===== config.mk =====
export PLATFORM = sky130hd
export DESIGN_NAME = pc_stack
export DESIGN_NICKNAME = d
export VERILOG_FILES = /design/src/rtl/pc_stack.sv
export SDC_FILE = /design/constraint.sdc
export NUM_CORES = 1
export LEC_CHECK = 0
export ABC_AREA = 1
export CELL_PAD_IN_SITES_DETAIL_PLACEMENT = 2
export CELL_PAD_IN_SITES_GLOBAL_PLACEMENT = 2
export CORE_UTILIZATION = 36
export CTS_CLUSTER_DIAMETER = 120
export DETAILED_ROUTE_END_ITERATION = 10
export DONT_BUFFER_PORTS = 1
export GPL_TIMING_DRIVEN = 1
export MAX_ROUTING_LAYER = met4
export PLACE_DENSITY_LB_ADDON = 0.1
export SLEW_MARGIN = 20
export SYNTH_ARGS = -nofsm -noshare
export SYNTH_HDL_FRONTEND = slang
export SYNTH_SLANG_ARGS = --single-unit

===== constraint.sdc =====
create_clock -name clk -period 2.8 [get_ports clk]
set_input_delay 0.84 -clock clk [delete_from_list [all_inputs] [get_ports clk]]
set_output_delay 0.84 -clock clk [all_outputs]
set_load 0.02 [all_outputs]

===== src/rtl/pc_stack.sv =====
// -----------------------------------------------------------------------------
// pc_stack
//   Program counter and hardware return stack for a PIC16C5x-style core.
//   The PC is the program-memory fetch address. It advances once per
//   instruction cycle, at the Q4 clock edge. GOTO, CALL, RETLW and writes to
//   PCL can replace that increment with a branch target. CALL pushes the
//   current PC onto a shallow return stack. RETLW pops the stack back into
//   the PC. Skips are not handled here: the instruction register turns the
//   fetched word into a NOP, and the PC advances as it normally would.
//
// Ports
//   clk             clock
//   rst             synchronous reset, active-high; takes priority over all
//                   other inputs in every phase
//   qPhase          sequencer phase: 0=Q1 1=Q2 2=Q3 3=Q4
//   goto/call/retlw/pclWrite
//                   decode of the executing instruction, sampled at Q4
//   instrK          9-bit literal field of the executing instruction
//   aluOut          ALU result, used as the new PCL value on a PCL write
//   pageSel         page-select bits (PA) from STATUS
//   programMemAddr  current PC, which is the fetch address
//   pcl             PC[7:0], read back as the PCL register
//   stackDepth      number of valid stack entries, saturating
//   stackOverflow   one-clock pulse after a push onto a full stack
//   stackUnderflow  one-clock pulse after a pop from an empty stack
// -----------------------------------------------------------------------------
module pc_stack #(
  parameter int                     PC_WIDTH     = 11,
  parameter int                     STACK_DEPTH  = 2,
  parameter logic [PC_WIDTH-1:0]    RESET_VECTOR = {PC_WIDTH{1'b1}},
  localparam int                    PAGE_W       = PC_WIDTH - 9,
  localparam int                    DEPTH_W      = $clog2(STACK_DEPTH + 1)
) (
  input  logic                clk,
  input  logic                rst,
  input  logic [1:0]          qPhase,
  input  logic                goto,
  input  logic                call,
  input  logic                retlw,
  input  logic                pclWrite,
  input  logic [8:0]          instrK,
  input  logic [7:0]          aluOut,
  input  logic [PAGE_W-1:0]   pageSel,
  output logic [PC_WIDTH-1:0] programMemAddr,
  output logic [7:0]          pcl,
  output logic [DEPTH_W-1:0]  stackDepth,
  output logic                stackOverflow,
  output logic                stackUnderflow
);

  localparam logic [1:0]         PHASE_Q4   = 2'd3;
  localparam logic [DEPTH_W-1:0] DEPTH_FULL = DEPTH_W'(STACK_DEPTH);

  // Registered state
  logic [PC_WIDTH-1:0] pc_q;
  logic [PC_WIDTH-1:0] stack_q [STACK_DEPTH];
  logic [DEPTH_W-1:0]  depth_q;
  logic                ovf_q;
  logic                unf_q;

  // Next-state values
  logic [PC_WIDTH-1:0] pc_d;
  logic [PC_WIDTH-1:0] stack_d [STACK_DEPTH];
  logic [DEPTH_W-1:0]  depth_d;
  logic                ovf_d;
  logic                unf_d;

  logic q4;
  logic full;
  logic empty;

  assign q4    = (qPhase == PHASE_Q4);
  assign full  = (depth_q == DEPTH_FULL);
  assign empty = (depth_q == '0);

  // Next-state logic. Updates happen only at Q4. The decode inputs are
  // expected to be one-hot. If more than one is high, the order of the
  // if/else chain below decides which one takes effect.
  always_comb begin
    // NOTE: every output of this block gets a hold/default value first, so no
    // path leaves a signal unassigned and no latch is inferred.
    pc_d    = pc_q;
    stack_d = stack_q;
    depth_d = depth_q;
    ovf_d   = 1'b0;
    unf_d   = 1'b0;

    if (q4) begin
      if (goto) begin
        pc_d = {pageSel, instrK};
      end else if (call) begin
        pc_d = {pageSel, 1'b0, instrK[7:0]};
        // Push. The PC already points past the CALL, so it is the return
        // address. When the stack is full, the deepest entry falls off the
        // bottom.
        for (int i = STACK_DEPTH - 1; i > 0; i--) begin
          stack_d[i] = stack_q[i-1];
        end
        stack_d[0] = pc_q;
        if (full) ovf_d   = 1'b1;
        else      depth_d = depth_q + DEPTH_W'(1);
      end else if (retlw) begin
        // Pop. The deepest entry keeps its value, so it is duplicated upward.
        // A pop from an empty stack still returns whatever is in stack[0].
        pc_d = stack_q[0];
        for (int i = 0; i < STACK_DEPTH - 1; i++) begin
          stack_d[i] = stack_q[i+1];
        end
        if (empty) unf_d   = 1'b1;
        else       depth_d = depth_q - DEPTH_W'(1);
      end else if (pclWrite) begin
        pc_d = {pageSel, 1'b0, aluOut};
      end else begin
        // The increment wraps modulo 2^PC_WIDTH, so RESET_VECTOR steps to 0.
        pc_d = pc_q + PC_WIDTH'(1);
      end
    end
  end

  // State register. The flags are reloaded on every clock, so each one is
  // high for exactly the clock that follows the Q4 edge that set it.
  always_ff @(posedge clk) begin
    // NOTE: sequential state uses non-blocking assignments only, so every
    // register samples its pre-edge value regardless of statement order.
    if (rst) begin
      pc_q    <= RESET_VECTOR;
      // NOTE: the return stack is small, and its power-up contents are
      // visible through an underflowing RETLW. For that reason it is
      // explicitly cleared on reset, unlike a RAM-style memory.
      for (int i = 0; i < STACK_DEPTH; i++) begin
        stack_q[i] <= '0;
      end
      depth_q <= '0;
      ovf_q   <= 1'b0;
      unf_q   <= 1'b0;
    end else begin
      pc_q    <= pc_d;
      stack_q <= stack_d;
      depth_q <= depth_d;
      ovf_q   <= ovf_d;
      unf_q   <= unf_d;
    end
  end

  assign programMemAddr = pc_q;
  assign pcl            = pc_q[7:0];
  assign stackDepth     = depth_q;
  assign stackOverflow  = ovf_q;
  assign stackUnderflow = unf_q;

endmodule


[Word-level counts from Yosys, hierarchy flattened]
Cells that the tools add are included.
Storage, ports and cells
  register bits: 37
  logic and storage cells: 36
  input bits: 27
  output and inout bits: 23
Cells by class
  equal/unequal tests: 4
  add/subtract/negate cells: 3
  bitwise gates (word level): 4
  multiplexer cells: 12
  reductions and logical operators: 7
Operator list (number)
  $mux 11: 6
  $add 11x1->11 const B: 1
  $mux 2: 4
  $reduce_and 3->1: 2
  $reduce_and 5->1: 1
  $reduce_or 5->1: 1
  $eq 2x2->1 const B: 2
  $ne 2x2->1 const B: 2
  $not 1->1: 4
  $reduce_or 4->1: 1
  $add 2x1->2 const B: 1
  $logic_not 2->1: 1
  $mux 1: 2
  $reduce_bool 2->1: 1
  $sub 2x1->2 const B: 1

[Depth between registers and ports, before layout]
Gate-level depths: netlist (run 1).
  depth in word-level cells: 5
  depth in mapped cells: 11
  gate-level depth less buffers: 11

[Worst setup path after synthesis (run 1)]
No wires, ideal clock.
  path type: input -> register
  start point: input call
  end point: register pc_q[1] (netlist: programMemAddr[1])
  stages on the path: 7
  library setup time: 122 ps
  data required time: 2678 ps
  data arrival time: 1489 ps
  path slack: 1189 ps
  buffers on the path: 1
  cell sequence: inv_1 nand2_1 clkbuf_8 a21oi_1 nand2_1 o21ai_0 nand2_1
Between the ends
  cells in the longest elaborated chain, start to end: 2
Ends and longest elaborated chain
  start: declaration: RTL line 38  | input logic call,
  $mux 11: RTL line 91  | end else if (call) begin
  $mux 11: RTL line 89  | if (goto) begin
  end signal: assignment: RTL line 137  | pc_q <= pc_d;
  end: declaration: RTL line 55  | logic [PC_WIDTH-1:0] pc_q;
Every way passes these cells.
A chain may end at the register's enable or synchronous reset.

[Worst setup path after layout (run 1)]
  start point: register pc_q[0] (netlist: programMemAddr[0])
  end point: register pc_q[8] (netlist: programMemAddr[8])
Between the ends
  cells in the longest elaborated chain, start to end: 5
Ends and longest elaborated chain
  $add 11x1->11: RTL line 115  | pc_d = pc_q + PC_WIDTH'(1);
  $mux 11: RTL line 111  | end else if (pclWrite) begin
  $mux 11: RTL line 102  | end else if (retlw) begin
  $mux 11: RTL line 91
  $mux 11: RTL line 89
Every way passes these cells.

==> metrics.txt, run 1 <==
compound-cell area share of the yosys netlist 20.6%; die area 0.00610 sq mm; worst-path cell chain ha_1 -> nand2_2 -> nor2_4 -> nand3_1 -> nand3_1 -> nand2_1 -> nand2_1 -> nand2_1 -> nand2_1 -> nand2_1; Core Region 0.00554 sq mm; hold slack final 0.490 ns; hpwl dp 4800 um; die width 78.1 um; hold buffers post-CTS 0; H-tree Lvls 2; EDFF count, synth 0; I/O pin cnt 50; die height 78.1 um; worst slew pin tran 0.676 ns; layer with the highest usage met2; yosys warns 0; TritonCTS clock tree done; # rows 27; Final Hold Viols 0; deepest clock path buffer count 2; GRT overflow 0; routed len/inst 17.9 um; Tot GR Track Use 24.3%; clock-pin slew on the worst setup and hold paths 0.08 ns; Post-Synth Simple-Gate Area 28.1%; share of cells above drive strength 1 7.74%; largest cells by area after synthesis dfxtp_1 (36%), nand2_1 (15%), o21ai_0 (8.2%); dpl cell area 0.00203 sq mm; P&R area growth vs syn 1.68%; vias in the first global route 2144; vias per std cell 5.35; Routed WL 6600 um; Setup Buffers After CTS 0; post-synth top area cell dfxtp_1; CTS Sinks 37; first-pass detailed-route iteration total 4; main combinational cell family by area after synthesis simple AND/OR/NAND/NOR gates; largest net degree at the start of global routing 26; Worst VDD drop 219 uV; cells after synthesis 307; critical path required time 2.99 ns; Lkg Pwr 0.911 nW; I/O Buffers 0; sequential fraction of the synthesis area 35.5%; cts repair resizes 0; ys async rst share 0%; CP dominant cell by count nand2_1; max_slew headroom 54.9%; Critical Path Source Type flip-flop; Yosys top cell area share 35.5%; crit end category flip-flop; final worst clock skew 0.00560 ns; worst path arrival time 2.15 ns; synth unique cells 30; power per cell area 554 mW/mm^2; routing usage on met1 28.1%; routing usage on met2 41.7%; post-synthesis cell area 0.00208 sq mm; first-pass GRT wire length 10900 um; unrepaired setup endpoints after global routing false; largest stage delay on the critical path 0.69 ns; # nets final 324; Setup TNS Final 0 ns; # fillers 715; ant diodes 0; Post-Synth Adder-Cell Area 0.600%; Yosys reg bits 37; main flop type after synthesis dfxtp_1; R2R Setup Slk 0.85 ns; Syn Area/Cell 6.79 sq um; Tot Pwr 1.17 mW; Hold Path Class reg -> reg; CTS Buf Count 5; total of max-cap violations 0; Routed Antenna Nets 0; final core occ 38.3%; post-route minimum period 1.95 ns; drc violations 0; initial antenna violation count 0; area of the multi-input gates 0.00106 sq mm; Pins Over Slew Limit 0; XOR/XNOR Fraction of Synth Area 1.68%; crit path max fanout 7; Initial DRC Count 55; outcome finished clean; met3 usage 6.63%; Register Area 741 sq um; CP Class reg -> reg; Via Count 1973; fmax 512 MHz; slowest library cell on the worst path dfxtp_1; initial core utilization 37.6%; Final Cycle Share 69.8%; fraction of synthesized area in multiplexers 0%; Syn Nets 335; CTS root buffer clkbuf_8; global placement routability congestion 0.794; final setup vio count 0; Clock Latency Late Sink 0.30 ns; post-route cell area 0.00212 sq mm
[per-layer routing]
metal	part of all wire [%]	routed length, um
met1	44	2910
met2	51	3350
met3	4.0	265
met4	1.1	72
met5	0	0
[Yosys cell counts (3+ instances only)]
cell,number
nor2_4,3
o21ai_0,34
buf_4,9
nor2_1,25
nand2_1,86
a21oi_1,32
a31oi_1,8
dfxtp_1,37
clkbuf_1,3
buf_2,3
inv_1,24
nand3_1,13
clkbuf_8,3
xor2_1,4
o211ai_1,3
[sequential cells by signal (all words and copies together) (netlist names)]
register / cells
programMemAddr: 11
stackDepth: 2
stackOverflow: 1
stackUnderflow: 1
stack_q: 22
[worst max-delay path, delay by kind of cell (launching register included)]
| kind | cells | cell delay [ns] |
|---|---|---|
| adders and majority gates | 1 | 0.33 |
| and+or+nand+nor | 9 | 0.83 |
| DFF | 1 | 0.69 |
[worst paths after layout]
check                            startpoint  cells past startpoint                             end
max          programMemAddr[0]$_SDFFE_PP1P_                     10  programMemAddr[8]$_SDFFE_PP1P_
min                 stack_q[4]$_SDFFE_PP0P_                      2        stack_q[15]$_SDFFE_PP0P_
max reg2reg  programMemAddr[0]$_SDFFE_PP1P_                     10  programMemAddr[8]$_SDFFE_PP1P_
min reg2reg         stack_q[4]$_SDFFE_PP0P_                      2        stack_q[15]$_SDFFE_PP0P_
[cells by family after synthesis]
family / after synthesis
and+or+nand+nor: 136
buffers and inverters: 48
DFF: 37
AOI/OAI and AO/OA: 81
xor gates and xnor gates: 4
adders and majority gates: 1
[cell usage in the layout, fill, tap and decap left out, types with 2 or more instances in the layout]
cell | Yosys | final
nand2_2 | 2 | 2
nor2_4 | 3 | 3
nand3_2 | 2 | 2
o21ai_0 | 34 | 34
o21ai_1 | 2 | 2
nand2_1 | 86 | 86
dfxtp_1 | 37 | 37
nand3_1 | 13 | 13
o211ai_1 | 3 | 3
clkbuf_8 | 3 | 5
a21oi_1 | 32 | 32
a31oi_1 | 8 | 8
buf_4 | 9 | 2
nor3_1 | 2 | 2
nor2_1 | 25 | 25
inv_1 | 24 | 24
xor2_1 | 4 | 4
clkinvlp_4 | 0 | 2
[stage by stage]
stage / std cells / worst slack, ns
2_1_floorplan: 307 / 1.19
3_3_place_gp: 361 / 0.792
3_5_place_dp: 361 / 0.700
4_1_cts: 369 / 0.814
5_1_grt: 369 / 0.631
6_report: 369 / 0.846
[layout make-up]
class / instances / share of cell area, %
tap: 72 / 4.25
inverter: 28 / 5.84
sequential: 37 / 34.9
multi-input combinational: 222 / 50.1
clock buffer: 6 / 3.42
clock inverter: 2 / 0.708
timing repair buffer: 2 / 0.708
[where the power goes]
| part | internal (mW) | switching [mW] |
|---|---|---|
| registers | 0.550 | 0.0547 |
| clock network | 0.176 | 0.212 |
| logic | 0.0654 | 0.117 |
No activity file was read; power rests on OpenSTA's default activity.
==> inputs of run 2 (changes only) <==
--- a/config.mk
+++ b/config.mk
@@ -8,7 +8,7 @@
 export ABC_AREA = 1
 export CELL_PAD_IN_SITES_DETAIL_PLACEMENT = 2
 export CELL_PAD_IN_SITES_GLOBAL_PLACEMENT = 2
-export CORE_UTILIZATION = 36
+export CORE_UTILIZATION = 33
 export CTS_CLUSTER_DIAMETER = 120
 export DETAILED_ROUTE_END_ITERATION = 10
 export DONT_BUFFER_PORTS = 1
==> constraint.sdc (replaced) <==
create_clock -name clk -period 1.92 [get_ports clk]
set_input_delay 0.576 -clock clk [delete_from_list [all_inputs] [get_ports clk]]
set_output_delay 0.576 -clock clk [all_outputs]
set_load 0.02 [all_outputs]
==> run 2 against run 1 <==
Compared with the run above:
- register-to-register slack worse by 0.43 ns
- power increased by 60%
- worst hold slack worse by 0.16 ns
- clock-buffer cell count stayed put
- critical endpoint is now programMemAddr[3]
- largest cell class unchanged
- highest routed layer unchanged
==> metrics.txt, run 2 (synthesis gave the netlist of run 1 again) <==
hold buffers post-CTS 0; I/O pin cnt 50; post-route minimum period 1.65 ns; ant diodes 0; final worst clock skew 0.00576 ns; fmax 605 MHz; worst path arrival time 1.08 ns; cts repair resizes 0; most common cell after layout, fill and taps aside nand2_1; post-route cell area 0.00224 sq mm; Initial DRC Count 117; Core Region 0.00599 sq mm; die width 81.5 um; power per cell area 841 mW/mm^2; # rows 28; crit end category output port; Critical Path Source Type flip-flop; Tot GR Track Use 23.2%; Final Hold Viols 0; CTS Buf Count 5; largest stage delay on the critical path 0.53 ns; GRT overflow 0; Lkg Pwr 0.983 nW; Setup Buffers After CTS 0; I/O Buffers 0; placed cell count 376; Worst VDD drop 269 uV; worst-path cell chain buf_4; # nets final 336; Finished Layout Cells 384; clock-pin slew on the worst setup and hold paths 0.09 ns; delay-heaviest family, CP flip-flops; max_slew headroom 72.0%; # fillers 758; Routed Antenna Nets 0; hold slack final 0.333 ns; vias in the first global route 2077; outcome finished clean; final setup vio count 0; TritonCTS clock tree done; area of the multi-input gates 0.00106 sq mm; Setup TNS Final 0 ns; CTS Sinks 37; worst slew pin tran 0.419 ns; H-tree Lvls 2; unrepaired setup endpoints after global routing false; die area 0.00664 sq mm; most frequent cells in the layout nand2_1 (86), dfxtp_1 (37), o21ai_0 (34); Hold Path Class in -> reg; worst path bufs/invs 1; CTS root buffer clkbuf_8; initial antenna violation count 0; max reg flops 22; Pins Over Slew Limit 0; first-pass detailed-route iteration total 4; crit path max fanout 7; deepest clock path buffer count 2; CP Class reg -> out; total of max-cap violations 0; Largest Register stack_q; drc violations 0; final core occ 37.3%; first-pass GRT wire length 10700 um; initial core utilization 34.8%; Routed WL 7020 um; Final Cycle Share 86.1%; dpl cell area 0.00213 sq mm; routed len/inst 18.3 um; largest net degree at the start of global routing 22; Clock Latency Late Sink 0.29 ns; share of cells above drive strength 1 11.3%; slowest library cell on the worst path dfxtp_1; P&R area growth vs syn 7.32%; vias per std cell 5.36; Via Count 2057; hpwl dp 5110 um; critical path required time 1.34 ns; Register Area 741 sq um; global placement routability congestion 0.808; die height 81.5 um
-- run 2: cell count changes in the layout (fill, tap and decap cells not counted), sizes merged --
cell      delta
clkinv       +1
buf         +12
bufinv       +1
clkinvlp     -2
-- run 2: worst register-to-register path, delay by kind of cell, from the launching register on --
| family | cells | cell delay, ns |
|---|---|---|
| DFF | 1 | 0.42 |
| adders and majority gates | 1 | 0.24 |
| and+or+nand+nor | 9 | 0.76 |
-- run 2: where the power goes --
group	switching (mW)	total, mW	internal, mW	leakage (nW)
clock	0.316	0.706	0.391	0.0554
sequential	0.0463	0.848	0.802	0.302
combinational	0.213	0.327	0.114	0.625
-- run 2: final timing paths --
check	startpoint	end	cells after the start	slack [ns]
worst min register to register	stack_q[2]$_SDFFE_PP0P_	stack_q[13]$_SDFFE_PP0P_	2	0.48
worst max register to register	programMemAddr[1]$_SDFFE_PP1P_	programMemAddr[8]$_SDFFE_PP1P_	10	0.42
worst min-delay path	rst	stackDepth[1]$_SDFFE_PP0P_	1	0.33
worst max-delay path	programMemAddr[3]$_SDFFE_PP1P_	programMemAddr[3]	1	0.27
-- run 2: metrics by stage --
step | power [mW] | setup WS, ns
floorplan | 1.13 | 0.428
global placement | 1.18 | 0.403
detailed placement | 1.20 | 0.344
CTS | 1.91 | 0.239
global route | 1.98 | 0.214
finish | 1.88 | 0.268
-- run 2: routing by layer --
metal | track usage [%] | vias to the layer above | part of all wire, %
met4 | 7.50 | 0 | 1.6
met5 | - | - | 0
met2 | 40.0 | 53 | 51
li1 | - | 993 | -
met3 | 5.89 | 8 | 4.5
met1 | 26.1 | 1003 | 43
-- run 2: area by class of cell --
cell class / instances / area share, %
clock buffer: 6 / 3.24
clock inverter: 2 / 1.73
inverter: 28 / 5.54
multi-input combinational: 222 / 47.5
sequential: 37 / 33.1
tap: 75 / 4.19
timing repair buffer: 14 / 4.70
==> RTL edit 1: new RTL, flow settings as in run 1 <==
The output `stackUnderflow` loses its register stage (`unf_q` becomes a continuous assignment).
--- a/src/rtl/pc_stack.sv
+++ b/src/rtl/pc_stack.sv
@@ -133,5 +133,4 @@
       depth_q <= '0;
       ovf_q   <= 1'b0;
-      unf_q   <= 1'b0;
     end else begin
       pc_q    <= pc_d;
@@ -139,7 +138,8 @@
       depth_q <= depth_d;
       ovf_q   <= ovf_d;
-      unf_q   <= unf_d;
     end
   end
+
+  assign unf_q = unf_d;
 
   assign programMemAddr = pc_q;
Check against the original RTL: not equivalent (a bounded check fails within 4 cycles, from zero or initial values and one cycle with rst high).
==> RTL edit 1 against run 1 <==
- clock power increased by 21%
- area after synthesis shrank 4.2%
- die area decreased by 4.1%
- worst setup slack got worse by 0.26 ns
- total power up 6.0%
- register-to-register slack better by 0.28 ns
- hold slack lost 0.0053 ns
- design area increased by 1.5%
- routed wire length down 1.4%
- via count grew 1.1%
- largest power group unchanged
- maximum frequency decreased by 12%
- sequential cell count fell by 1
==> RTL edit 1: results (changes against run 1) <==
[route]
drtIter0Drc=67  ; was 55
wirelength_mm=6.51  ; was 6.60 mm
num_vias=1994  ; was 1973
wl_per_cell_um=17.4  ; was 17.9 um

[yosys]
synthCells=303  ; was 307
synth-seq-area-share=0.361  ; was 0.355
ys_top_cells_by_area=dfxtp_1 36%, nand2_1 16%, o21ai_0 9.8%  ; was dfxtp_1 36%, nand2_1 15%, o21ai_0 8.2%
yosys-top-cells-count=86 x nand2_1, 39 x o21ai_0, 36 x dfxtp_1, 33 x a21oi_1, 25 x inv_1  ; was 86 x nand2_1, 37 x dfxtp_1, 34 x o21ai_0, 32 x a21oi_1, 25 x nor2_1
synth.distinct_cells=26  ; was 30
syn_nets=331  ; was 335

[critical_path]
reg2reg_slack_ns=1.13  ; was 0.85 ns
crit_arrival_ns=1.37  ; was 2.15 ns
crit_path_max_fanout=3  ; was 7

[clock_network]
h-tree-depth=2  ; unchanged
clk_latency_ns=0.29
path_clk_slew_ns=0.08  ; about the same

[sta]
finalHoldWorstSlack_ns=0.485  ; was 0.490 ns
worst_slew_pin_slew_ns=0.654  ; was 0.676 ns
finClkSkew_ns=0.00227  ; was 0.00560 ns

[placed_design]
place_area_um2=2040  ; was 2030 um^2
io_buffers=0  ; unchanged
dp_cells=365  ; was 361
place_hpwl_mm=4.82  ; was 4.80 mm
globalplace.congestion=0.747  ; was 0.794

[min_path]
hold_end=stack_q[6]$_SDFFE_PP0P_  ; was stack_q[15]$_SDFFE_PP0P_
min_from=stack_q[17]$_SDFFE_PP0P_  ; was stack_q[4]$_SDFFE_PP0P_

[power]
ir_worst_vdd_v=0.000203  ; was 0.000219 V
leakage_nw=0.933  ; was 0.911 nW
power_switching_share=0.302  ; was 0.327

[global_routing]
grt_pass1_wl_mm=10.8  ; was 10.9 mm
grt_start_max_net_pins=26  ; unchanged
grt_pass1_vias=2115  ; was 2144
grtUsageTotal=0.245  ; was 0.243

[finish]
largest_reg_flops=22  ; unchanged
drive_gt1_frac=0.0924  ; was 0.0774

[outcome]
status=finished clean  ; unchanged

==> RTL edit 1: worst max path at each step <==
| stage | start | end | slack (ns) | cells past startpoint |
|---|---|---|---|---|
| 6_report | goto | stackUnderflow | 0.59 | 4 |
| 2_1_floorplan | qPhase[0] | stackUnderflow | 0.36 | 4 |
| 4_1_cts | goto | stackUnderflow | 0.57 | 4 |
| 5_1_grt | goto | stackUnderflow | 0.54 | 4 |
| 3_3_place_gp | goto | stackUnderflow | 0.53 | 4 |
| 3_5_place_dp | goto | stackUnderflow | 0.57 | 4 |
==> RTL edit 1: logic make-up after synthesis <==
kind of cell             after synthesis  synth area share
AO/OA/AOI/OAI                         84             0.230
AND/OR/NAND/NOR                      128             0.259
buffers and inverters                 49             0.122
adder cells (fa/ha/maj)                1           0.00626
flip-flops                            36             0.361
XOR/XNOR                               5            0.0219
==> RTL edit 1: layout make-up <==
type | instances | area, um^2
Inverter | 29 | 109
Sequential cell | 36 | 721
Clock inverter | 3 | 42.5
Fill cell | 646 | 3090
Clock buffer | 5 | 68.8
Timing Repair Buffer | 12 | 90.1
Multi-Input combinational cell | 218 | 1030
Tap cell | 70 | 87.6
==> RTL edit 1: power by group through the flow <==
stage / sequential (mW) / clock [mW] / combinational, mW
floorplan: 0.581 / 0 / 0.164
global placement: 0.588 / 0 / 0.192
detailed placement: 0.589 / 0 / 0.201
CTS: 0.577 / 0.482 / 0.203
global route: 0.580 / 0.503 / 0.227
finish: 0.576 / 0.470 / 0.199
==> RTL edit 1: per-stage QoR <==
step | total power, mW | worst slack [ns]
2_1_floorplan | 0.745 | 0.359
3_3_place_gp | 0.780 | 0.531
3_5_place_dp | 0.790 | 0.569
4_1_cts | 1.26 | 0.569
5_1_grt | 1.31 | 0.542
6_report | 1.25 | 0.587
==> RTL edit 1: metal layers <==
metal	wire, um	vias to the layer above	track usage	share of wire
li1	-	974	-	-
met1	3010	971	0.292	0.46
met2	3140	37	0.405	0.48
met3	211	12	0.0479	0.032
met4	139	0	0.0981	0.021
met5	0	-	-	0
==> RTL edit 1: critical path, cell delays in order <==
cell and delay (ns):
inv_1 0.11, nand2_1 0.11, nor3_1 0.14, buf_4 0.17
==> RTL edit 2: new RTL, config.mk and constraints of run 1 <==
Made on the original files. Set the parameter `STACK_DEPTH` to 4 (it was 2).
--- a/src/rtl/pc_stack.sv
+++ b/src/rtl/pc_stack.sv
@@ -27,5 +27,5 @@
 module pc_stack #(
   parameter int                     PC_WIDTH     = 11,
-  parameter int                     STACK_DEPTH  = 2,
+  parameter int                     STACK_DEPTH  = 4,
   parameter logic [PC_WIDTH-1:0]    RESET_VECTOR = {PC_WIDTH{1'b1}},
   localparam int                    PAGE_W       = PC_WIDTH - 9,
Interface: changed (resized stackDepth); port bits go from 50 to 51. No check against the original RTL was run, so the function may have changed too.
==> RTL edit 2 against run 1 <==
- area after synthesis increased by 47%
- register-to-register slack improved by 0.02 ns
- design area increased by 52%
- worst setup slack got worse by 0.17 ns
- total power increased by 63%
- combinational power increased by 37%
- sequential cell count increased by 23
- synthesized cell count increased by 46%
- routed wire length increased by 49%
- critical path type is now in2reg
- critical endpoint is now stack_q[0]$_SDFFE_PP0P_
==> RTL edit 2: results (changes against run 1) <==
[outcome]
status=finished clean  ; unchanged

[placed_design]
dp_slack_ns=0.253  ; was 0.700 ns
dp_cells=522  ; was 361
place_area_um2=3040  ; was 2030 um^2
globalplace.congestion=0.714  ; was 0.794

[critical_path]
crit_arrival_ns=2.35  ; was 2.15 ns
crit_start=qPhase[0]  ; was programMemAddr[0]$_SDFFE_PP1P_
reg2reg_slack_ns=0.87  ; was 0.85 ns

[global_routing]
grt_use_met1=0.277  ; was 0.281
gr-usage-met3=0.0403  ; was 0.0663
grt_pass1_wl_mm=15.8  ; was 10.9 mm

[yosys]
syn_nets=476  ; was 335
synthCells=447  ; was 307
ys_top_cells_by_area=dfxtp_1 39%, nand2_1 17%, a31oi_1 6.5%  ; was dfxtp_1 36%, nand2_1 15%, o21ai_0 8.2%
synth.distinct_cells=31  ; was 30

[route]
met3_length_um=257  ; was 265 um
wirelength_mm=9.82  ; was 6.60 mm
drtIter0Drc=72  ; was 55
num_vias=2975  ; was 1973
wl_met1_mm=4.32  ; was 2.91 mm
wl_met2_mm=5.12  ; was 3.35 mm

[clock_network]
h-tree-depth=3  ; was 2
cts_made_buffers=9  ; was 5
clk_latency_ns=0.34  ; was 0.30 ns

[finish]
fin_nets=457  ; was 324
n_clock_buffer=13  ; was 6
design.seq.count=60  ; was 37
bufAreaShareNonClock=0.0241  ; was 0.00708
n_all_buffers=7  ; was 2
stdcell_count=537  ; was 369
nFillCells=1000  ; was 715
final-clk-cell-share=0.0526  ; was 0.0413
multi_input_cells=329  ; was 222
largest_reg_flops=44  ; was 22

[power]
pg_seq_mw=0.960  ; was 0.605 mW
p_clk_frac=0.370  ; was 0.330
leakage_nw=1.31  ; was 0.911 nW

[min_path]
hold_end=stack_q[21]$_SDFFE_PP0P_  ; was stack_q[15]$_SDFFE_PP0P_

[sta]
finClkSkew_ns=0.00742  ; was 0.00560 ns
slew_headroom=0.499  ; was 0.549

==> RTL edit 2: cell count changes after synthesis, moves of 2 or more <==
cell      delta
nor3_1       -2
a31oi_1     +24
clkbuf_8     -2
buf_4        +4
nor2_1      +18
buf_2        +8
dfxtp_1     +23
clkbuf_1     +5
o21ai_0      +2
o21ai_1     +17
inv_2        +2
inv_1        -7
a21oi_1     -12
nand2_1     +56
==> RTL edit 2: kinds of logic (layout without fill, tap and decap cells) <==
family                   count (synthesis)  count (layout)  share of synthesized area
adder cells (fa/ha/maj)                  2               2                     0.0106
flip-flops                              60              60                      0.391
XOR/XNOR                                 4               4                     0.0114
AO/OA/AOI/OAI                          113             113                      0.203
AND/OR/NAND/NOR                        210             210                      0.282
buffers and inverters                   58              43                      0.102
==> RTL edit 2: critical path, stage by stage <==
cell     delay (ns)
nand2_2        0.19
nor3_2         0.64
inv_1          0.40
nor2_1         0.20
nor2_1         0.07
